===== src/rtl/alu_cmd_issuer_pkg.sv =====
// rtl/alu_cmd_issuer_pkg.sv - shared constants, opcode and state types for the ALU command issuer
// Contents: OPW (opcode width), RES_SAMPLE / ZERO_SAMPLE (sample-counter
// values), state_e {IDLE, RUN, RESP}, OP_ADD.
package alu_if_pkg;

    localparam int OPW = 2;

    // Sample-counter values inside RUN. The counter is cleared on pop, so
    // RES_SAMPLE is the 2nd edge after the pop and ZERO_SAMPLE the 3rd.
    localparam logic [1:0] RES_SAMPLE  = 2'd1;
    localparam logic [1:0] ZERO_SAMPLE = 2'd2;

    typedef enum logic [1:0] {
        IDLE = 2'd0,
        RUN  = 2'd1,
        RESP = 2'd2
    } state_e;

    localparam logic [OPW-1:0] OP_ADD = 2'b00;

endpackage


===== src/rtl/alu_cmd_issuer_if.sv =====
// rtl/alu_cmd_issuer_if.sv - command, ALU and response signal bundle for the ALU command issuer
// Signals:
//   cmd_*  command request stream (valid/ready)
//   alu_*  operand/opcode to the ALU and result/carry/zero back from it
//   rsp_*  tagged response stream (valid/ready)
// Modports:
//   master  the issuer side
//   slave   the environment side (command source, ALU and response sink)
interface alu_cmd_if #(
    parameter int WIDTH = 4,
    parameter int TAGW  = 4
) ();
    import alu_if_pkg::*;

    logic             cmd_valid;
    logic             cmd_ready;
    logic [WIDTH-1:0] cmd_a;
    logic [WIDTH-1:0] cmd_b;
    logic [OPW-1:0]   cmd_op;
    logic [TAGW-1:0]  cmd_tag;

    logic [WIDTH-1:0] alu_a;
    logic [WIDTH-1:0] alu_b;
    logic [OPW-1:0]   alu_op;
    logic [WIDTH-1:0] alu_result;
    logic             alu_carry;
    logic             alu_zero;

    logic             rsp_valid;
    logic             rsp_ready;
    logic [WIDTH-1:0] rsp_result;
    logic             rsp_carry;
    logic             rsp_zero;
    logic [TAGW-1:0]  rsp_tag;

    modport master (
        input  cmd_valid, cmd_a, cmd_b, cmd_op, cmd_tag,
        output cmd_ready,
        output alu_a, alu_b, alu_op,
        input  alu_result, alu_carry, alu_zero,
        output rsp_valid, rsp_result, rsp_carry, rsp_zero, rsp_tag,
        input  rsp_ready
    );

    modport slave (
        output cmd_valid, cmd_a, cmd_b, cmd_op, cmd_tag,
        input  cmd_ready,
        input  alu_a, alu_b, alu_op,
        output alu_result, alu_carry, alu_zero,
        input  rsp_valid, rsp_result, rsp_carry, rsp_zero, rsp_tag,
        output rsp_ready
    );

endinterface


===== src/rtl/alu_cmd_issuer_fifo.sv =====
// rtl/alu_cmd_issuer_fifo.sv - synchronous command FIFO with full/empty flags
// Ports:
//   clk, rst            clock, asynchronous active-high reset
//   wr_en, wr_data      write request and entry (ignored while full)
//   rd_en, rd_data      read request (ignored while empty); rd_data shows the head
//   full, empty         flags derived from the registered occupancy count
module cmd_fifo #(
    parameter int W     = 14,
    parameter int DEPTH = 4
) (
    input  logic         clk,
    input  logic         rst,
    input  logic         wr_en,
    input  logic [W-1:0] wr_data,
    input  logic         rd_en,
    output logic [W-1:0] rd_data,
    output logic         full,
    output logic         empty
);
    localparam int AW = $clog2(DEPTH);
    localparam int CW = $clog2(DEPTH + 1);

    logic [W-1:0]  mem [DEPTH];
    logic [AW-1:0] wr_ptr;
    logic [AW-1:0] rd_ptr;
    logic [CW-1:0] count;
    logic          do_wr;
    logic          do_rd;

    assign full    = (count == CW'(DEPTH));
    assign empty   = (count == '0);
    assign do_wr   = wr_en && !full;
    assign do_rd   = rd_en && !empty;
    assign rd_data = mem[rd_ptr];

    // Pointers are exactly log2(DEPTH) wide, so they wrap modulo DEPTH.
    always_ff @(posedge clk or posedge rst) begin
        if (rst) begin
            wr_ptr <= '0;
            rd_ptr <= '0;
            count  <= '0;
        end else begin
            if (do_wr) wr_ptr <= wr_ptr + 1'b1;
            if (do_rd) rd_ptr <= rd_ptr + 1'b1;
            case ({do_wr, do_rd})
                2'b10:   count <= count + 1'b1;
                2'b01:   count <= count - 1'b1;
                default: count <= count;
            endcase
        end
    end

    always_ff @(posedge clk) begin
        if (do_wr) mem[wr_ptr] <= wr_data;
    end

endmodule


===== src/rtl/alu_cmd_issuer.sv =====
// rtl/alu_cmd_issuer.sv - queues ALU commands, issues them to a registered ALU and returns tagged responses
// Ports:
//   clk, reset   clock, asynchronous active-high reset
//   bus          alu_cmd_if.master: cmd_* in, alu_* out/in, rsp_* out
//   idle         FIFO empty, FSM idle and no response pending
//   op_count     completed responses, wraps at 256
module alu_cmd_issuer
    import alu_if_pkg::*;
#(
    parameter int WIDTH = 4,
    parameter int DEPTH = 4,
    parameter int TAGW  = 4
) (
    input  logic      clk,
    input  logic      reset,
    alu_cmd_if.master bus,
    output logic      idle,
    output logic [7:0] op_count
);
    localparam int EW = 2*WIDTH + OPW + TAGW;

    localparam logic [1:0] ST_IDLE = IDLE;
    localparam logic [1:0] ST_RUN  = RUN;
    localparam logic [1:0] ST_RESP = RESP;

    logic [1:0]       state;
    logic [1:0]       cnt;
    logic [TAGW-1:0]  tag_r;

    logic             full;
    logic             empty;
    logic             push;
    logic             pop;
    logic [EW-1:0]    head;
    logic [WIDTH-1:0] head_a;
    logic [WIDTH-1:0] head_b;
    logic [OPW-1:0]   head_op;
    logic [TAGW-1:0]  head_tag;

    assign bus.cmd_ready = !full;
    assign push          = bus.cmd_valid && !full;

    // empty comes from the registered count, so a command pushed at this
    // edge cannot be popped until the next one.
    assign pop = !empty && ((state == ST_IDLE) ||
                            (state == ST_RESP && bus.rsp_ready));

    assign {head_a, head_b, head_op, head_tag} = head;

    cmd_fifo #(
        .W     (EW),
        .DEPTH (DEPTH)
    ) u_fifo (
        .clk     (clk),
        .rst     (reset),
        .wr_en   (push),
        .wr_data ({bus.cmd_a, bus.cmd_b, bus.cmd_op, bus.cmd_tag}),
        .rd_en   (pop),
        .rd_data (head),
        .full    (full),
        .empty   (empty)
    );

    assign idle = empty && (state == ST_IDLE) && !bus.rsp_valid;

    always_ff @(posedge clk or posedge reset) begin
        if (reset) begin
            state          <= ST_IDLE;
            cnt            <= '0;
            tag_r          <= '0;
            bus.alu_a      <= '0;
            bus.alu_b      <= '0;
            bus.alu_op     <= '0;
            bus.rsp_valid  <= 1'b0;
            bus.rsp_result <= '0;
            bus.rsp_carry  <= 1'b0;
            bus.rsp_zero   <= 1'b0;
            bus.rsp_tag    <= '0;
            op_count       <= '0;
        end else begin
            // Operands change only here, so they stay stable until the next pop.
            if (pop) begin
                bus.alu_a  <= head_a;
                bus.alu_b  <= head_b;
                bus.alu_op <= head_op;
                tag_r      <= head_tag;
                cnt        <= '0;
            end
            case (state)
                ST_IDLE: begin
                    if (pop) state <= ST_RUN;
                end
                ST_RUN: begin
                    cnt <= cnt + 1'b1;
                    // Carry is captured exactly once; the ALU may feed it back.
                    if (cnt == RES_SAMPLE) begin
                        bus.rsp_result <= bus.alu_result;
                        bus.rsp_carry  <= bus.alu_carry;
                    end
                    // The ALU registers zero from its own registered result,
                    // so it is valid one edge after result/carry.
                    if (cnt == ZERO_SAMPLE) begin
                        bus.rsp_zero  <= bus.alu_zero;
                        bus.rsp_tag   <= tag_r;
                        bus.rsp_valid <= 1'b1;
                        state         <= ST_RESP;
                    end
                end
                ST_RESP: begin
                    if (bus.rsp_ready) begin
                        bus.rsp_valid <= 1'b0;
                        op_count      <= op_count + 1'b1;
                        state         <= pop ? ST_RUN : ST_IDLE;
                    end
                end
                default: state <= ST_IDLE;
            endcase
        end
    end

endmodule


===== src/flat_wrapper.sv =====
// flat-port wrapper written by rule: the top's interface ports become plain ports
module alu_cmd_issuer_flat import alu_if_pkg::*;
#(
    parameter int WIDTH = 4,
    parameter int DEPTH = 4,
    parameter int TAGW  = 4
)
  (clk, reset, idle, op_count, bus_cmd_valid, bus_cmd_a, bus_cmd_b, bus_cmd_op, bus_cmd_tag, bus_cmd_ready, bus_alu_a, bus_alu_b, bus_alu_op, bus_alu_result, bus_alu_carry, bus_alu_zero, bus_rsp_valid, bus_rsp_result, bus_rsp_carry, bus_rsp_zero, bus_rsp_tag, bus_rsp_ready);
  alu_cmd_if #(.WIDTH(WIDTH), .TAGW(TAGW)) bus_i ();
  input  logic clk;
  input  logic reset;
  output logic idle;
  output logic [7:0] op_count;
  input wire logic [$bits(bus_i.cmd_valid)-1:0] bus_cmd_valid;
  input wire logic [$bits(bus_i.cmd_a)-1:0] bus_cmd_a;
  input wire logic [$bits(bus_i.cmd_b)-1:0] bus_cmd_b;
  input wire logic [$bits(bus_i.cmd_op)-1:0] bus_cmd_op;
  input wire logic [$bits(bus_i.cmd_tag)-1:0] bus_cmd_tag;
  output wire logic [$bits(bus_i.cmd_ready)-1:0] bus_cmd_ready;
  output wire logic [$bits(bus_i.alu_a)-1:0] bus_alu_a;
  output wire logic [$bits(bus_i.alu_b)-1:0] bus_alu_b;
  output wire logic [$bits(bus_i.alu_op)-1:0] bus_alu_op;
  input wire logic [$bits(bus_i.alu_result)-1:0] bus_alu_result;
  input wire logic [$bits(bus_i.alu_carry)-1:0] bus_alu_carry;
  input wire logic [$bits(bus_i.alu_zero)-1:0] bus_alu_zero;
  output wire logic [$bits(bus_i.rsp_valid)-1:0] bus_rsp_valid;
  output wire logic [$bits(bus_i.rsp_result)-1:0] bus_rsp_result;
  output wire logic [$bits(bus_i.rsp_carry)-1:0] bus_rsp_carry;
  output wire logic [$bits(bus_i.rsp_zero)-1:0] bus_rsp_zero;
  output wire logic [$bits(bus_i.rsp_tag)-1:0] bus_rsp_tag;
  input wire logic [$bits(bus_i.rsp_ready)-1:0] bus_rsp_ready;
  assign bus_i.cmd_valid = bus_cmd_valid;
  assign bus_i.cmd_a = bus_cmd_a;
  assign bus_i.cmd_b = bus_cmd_b;
  assign bus_i.cmd_op = bus_cmd_op;
  assign bus_i.cmd_tag = bus_cmd_tag;
  assign bus_cmd_ready = bus_i.cmd_ready;
  assign bus_alu_a = bus_i.alu_a;
  assign bus_alu_b = bus_i.alu_b;
  assign bus_alu_op = bus_i.alu_op;
  assign bus_i.alu_result = bus_alu_result;
  assign bus_i.alu_carry = bus_alu_carry;
  assign bus_i.alu_zero = bus_alu_zero;
  assign bus_rsp_valid = bus_i.rsp_valid;
  assign bus_rsp_result = bus_i.rsp_result;
  assign bus_rsp_carry = bus_i.rsp_carry;
  assign bus_rsp_zero = bus_i.rsp_zero;
  assign bus_rsp_tag = bus_i.rsp_tag;
  assign bus_i.rsp_ready = bus_rsp_ready;
  alu_cmd_issuer #(.WIDTH(WIDTH), .DEPTH(DEPTH), .TAGW(TAGW)) u_core (.clk(clk), .reset(reset), .bus(bus_i), .idle(idle), .op_count(op_count));
endmodule

===== config.mk =====
export PLATFORM = sky130hd
export DESIGN_NAME = alu_cmd_issuer_flat
export DESIGN_NICKNAME = d
export VERILOG_FILES = /design/src/rtl/alu_cmd_issuer_pkg.sv /design/src/rtl/alu_cmd_issuer_if.sv /design/src/rtl/alu_cmd_issuer_fifo.sv /design/src/rtl/alu_cmd_issuer.sv /design/src/flat_wrapper.sv
export SDC_FILE = /design/constraint.sdc
export NUM_CORES = 1
export LEC_CHECK = 0
export BUFFER_PORTS_ARGS = -buffer_cell sky130_fd_sc_hd__buf_2
export CORE_MARGIN = 2
export CORE_UTILIZATION = 57
export CTS_CLUSTER_SIZE = 30
export DETAILED_ROUTE_END_ITERATION = 10
export MAX_ROUTING_LAYER = met4
export PLACE_DENSITY = 0.79
export SETUP_SLACK_MARGIN = 0.1
export SKIP_LAST_GASP = 1
export SLEW_MARGIN = 25
export SYNTH_ARGS = -nofsm -noshare
export SYNTH_HDL_FRONTEND = slang
export SYNTH_SLANG_ARGS = --single-unit

===== constraint.sdc =====
create_clock -name clk -period 2.8 [get_ports clk]
set_input_delay 0.14 -clock clk [delete_from_list [all_inputs] [get_ports clk]]
set_output_delay 0.14 -clock clk [all_outputs]
set_load 0.05 [all_outputs]

==> results.md <==
Run status:
- The run finished with clean final reports.

Clock tree:
- In this run the clock root is driven by a clkbuf_8.
- The number of buffers inserted during clock tree synthesis is 9.
- Counting along the longest clock path gives a buffer depth of 2.
- The clock tree synthesis step divided the H-tree into 3 levels.
- The clock latency of the later-clocked register in the worst-skew pair is 350 ps.
- Clock-pin slew was measured on the worst setup and hold paths at 100 ps.
- TritonCTS built the clock tree.
- The number of clock sinks is 100.
- The number of instances resized during post-cts repair is 0.

Global routing:
- The number of antenna violations at the first check in global routing was 0.
- Across every metal layer, demand over resource in global routing totals 18.2%.
- Global routing finished with a remaining overflow of 0.
- The first-pass GRT wire length is 9950 um.
- Entering global routing, the biggest net connects 45 pins.
- The via count of the first global-routing pass is 2066.

STA:
- The final count of pins violating max slew is 0.
- The setup TNS after final layout is 0 ps.
- The total setup violations reported at the end of the flow is 0.
- The final hold violation count was 0.
- Setup repair after global routing left no endpoint under its margin.
- The actual slew at the worst max-slew pin is 770 ps.
- The headroom to the max-slew limit is 48.7%.
- The fraction of the cycle the final worst path needs is 80.5%.
- The final period demand of the worst path is 2260 ps.
- The final setup skew is 6.85 ps.
- The achievable frequency is 0.443 GHz.

Drt:
- The mean number of vias per cell is 5.19.
- The total length of routed wires is 6380 um.
- The total via count after detailed routing is 2045.
- The post-detailed-route wirelength per cell is 16.2 um.
- The iteration count of the initial detailed-routing pass is 4.
- The number of remaining DRC errors is 0.
- The final antenna-violating net count is 0.
- The number of DRC markers after the initial detailed-route iteration is 76.

Floorplanning:
- The starting density of the core is 59.2%.
- The floorplan step defined a die boundary enclosing 7740 sq um.
- The floorplan has 30 rows.
- The I/O pin total is 55.
- The core region is 6790 sq um.
- The x dimension of the die is 88.0 um.
- The die is 88.0 um tall.

Layout:
- The area of the multi-input gates is 1150 sq um.
- The total area of sequential cells is 2780 sq um.
- The final instance area is 4730 sq um.
- The fraction of layout cells with a size suffix above 1 is 37.2%.
- For this run, the number of standard cells in the final layout without fillers is 394.
- The fill cell total of the finished layout is 460.
- The count of antenna diodes in the layout is 0.
- The post-synthesis to final-layout area growth is 17.6%.
- At the end of the flow, the number of nets in the layout was 326.

Setup path:
- The worst setup path is captured at a flip-flop.
- For the worst setup path, the data required time is 3080 ps.
- For the worst setup path, the data arrival time is 2540 ps.
- The critical path contains buffers and inverters numbering 2 combined.
- Walking the worst path, the cells encountered are or3b_4 -> and2_4 -> inv_1 -> ha_1 -> inv_1 -> fa_1 -> xor2_1 -> nor2_1 -> xor2_1.
- The critical path is of the flip-flop to flip-flop type.
- The critical path's top delay family is simple AND/OR/NAND/NOR gates.
- The delay of the slowest cell on the worst path is 440 ps.
- The path depth of the worst reg2reg path is 9.
- The largest fanout of any net on the critical path is 6.
- The standard cell with the maximum stage delay on the critical path is dfrtp_1.
- The path length in cells of the critical path is 9.
- The nature of the critical path startpoint is a flip-flop.

Logic synthesis:
- The number of nets in the synthesized netlist is 249.
- The top cell type's share of synthesized area is 41.8%.
- The fraction of registers with async set or reset after synthesis is 44.0%.
- The cell with the most instances after synthesis is edfxtp_1.
- Ranked by total cell area, the synthesized netlist is headed by edfxtp_1 42%, dfrtp_1 27%, mux2_2 4.5%.
- In this run, synthesis produced a sequential element count of 100.
- Averaged over all synthesized cells, the footprint is 18.6 sq um.
- The flip-flop cell with the highest count after synthesis is edfxtp_1.
- The number of instances in the synthesized netlist is 216.
- The Yosys warning count is 0.
- The sequential-to-total area share from yosys stat is 69.2%.
- After synthesis, the most frequently instantiated cells are 56 x edfxtp_1, 44 x dfrtp_1, 16 x mux2_2.
- The synthesized design contains 56 enable-type register cells.
- The cell area that synthesis handed to floorplanning was 4020 sq um.
- The cell type contributing the most total cell area after synthesis is edfxtp_1.
- The number of library cell types mapped by synthesis is 37.

Placement:
- At the end of routability-driven placement, the weighted congestion stood at 0.825.
- The port buffer count is 54.
- Summing all placed instances gives a cell area of 4370 sq um.
- The HPWL after detailed placement is 4080 um.
- The number of placed instances, taps included, is 363.

Min path:
- The worst hold path was traced through 2 stages.
- In this run the worst hold path is classified as primary input to flip-flop.

Flow run:
- Across the run, the number of max-cap violations was 0.

Power and ir drop:
- In this run the power density over the cells is 1150 nW/um^2.
- The static leakage is 1.97 nW.
- The maximum vdd drop is 0.000635 V.
==> layout make-up <==
| class | count | share of cell area [%] |
|---|---|---|
| multi-input cells | 102 | 24.3 |
| well taps | 96 | 2.54 |
| clock inverters | 7 | 1.77 |
| inverters | 9 | 0.741 |
| flip-flops and latches | 100 | 58.8 |
| clock buffers | 9 | 2.62 |
| repair buffers | 71 | 9.21 |
==> cells in the final DEF, fill, tap and decap left out, types with 8 or more instances in the layout <==
cell type      Yosys  layout
clkbuf_8           0       9
edfxtp_1          56      56
ha_1               8       8
nand2_1           10      10
mux4_2             8       8
inv_1              9       8
buf_2              1      54
mux2_4             9       9
dlygate4sd3_1      0      15
dfrtp_1           44      44
mux2_2            16      16
==> metrics by stage <==
step	hold slack (ps)	utilization, %	setup WS [ps]	power [W]
3_3_place_gp	347	64.3	636	0.00450
2_1_floorplan	239	-	295	0.00412
5_1_grt	0.843	69.6	460	0.00573
3_5_place_dp	356	64.3	569	0.00457
4_1_cts	2.33	69.2	542	0.00550
6_report	15.1	69.6	545	0.00544
==> cell families after synthesis <==
kind of cell / count (synthesis) / share of synthesized area, %
AO/OA/AOI/OAI: 5 / 0.809
buffers and inverters: 14 / 2.21
multiplexers: 40 / 16.5
AND/OR/NAND/NOR: 35 / 5.45
XOR/XNOR: 13 / 2.83
adder cells (fa/ha/maj): 9 / 2.99
flip-flops: 100 / 69.2
==> worst reg2reg max path: stages, from the launching register on <==
cell     delay (ps)
dfrtp_1         440
or3b_4          420
and2_4          190
inv_1            50
ha_1            170
inv_1            70
fa_1            430
xor2_1          150
nor2_1          120
xor2_1          150
==> registers in the layout, summed over array words and instances (netlist names), 3 cells and up <==
signal	count
u_core.bus.alu_a	4
u_core.bus.alu_b	4
u_core.bus.rsp_result	4
u_core.bus.rsp_tag	4
u_core.op_count	8
u_core.tag_r	4
u_core.u_fifo.count	3
u_core.u_fifo.mem	56
==> path summary, 6_finish.rpt <==
check                                                    from                                   end  slack [ps]
setup / recovery           u_core.u_fifo.count[0]$_DFFE_PP0P_    u_core.u_fifo.count[2]$_DFFE_PP0P_         540
hold / removal                              bus_alu_result[3]  u_core.bus.rsp_result[3]$_DFFE_PP0P_          20
setup reg to reg           u_core.u_fifo.count[0]$_DFFE_PP0P_    u_core.u_fifo.count[2]$_DFFE_PP0P_         540
hold reg to reg                u_core.op_count[7]$_DFFE_PP0P_        u_core.op_count[7]$_DFFE_PP0P_         470
max in group asynchronous                               reset      u_core.bus.rsp_valid$_DFFE_PP0P_        1900
min in group asynchronous                               reset       u_core.bus.rsp_zero$_DFFE_PP0P_         440
==> routing by layer <==
metal / GRT usage, % / wire length [um] / vias to the layer above
met5: - / 0 / -
met1: 22.0 / 2890 / 1021
li1: - / - / 967
met2: 29.8 / 3180 / 53
met3: 4.15 / 256 / 4
met4: 7.13 / 57 / 0
==> power breakdown <==
group / switching (W) / internal, W
clock network: 0.000492 / 0.000427
registers: 0.000283 / 0.00204
logic: 0.00130 / 0.000903
total: 0.00207 / 0.00337
==> repair_timing <==
action | CTS | global route
hold buffers | 12 | 3
setup buffers | 0 | 0
endpoints found under the hold margin | 42 | 47
No activity file was read; power rests on OpenSTA's default activity.
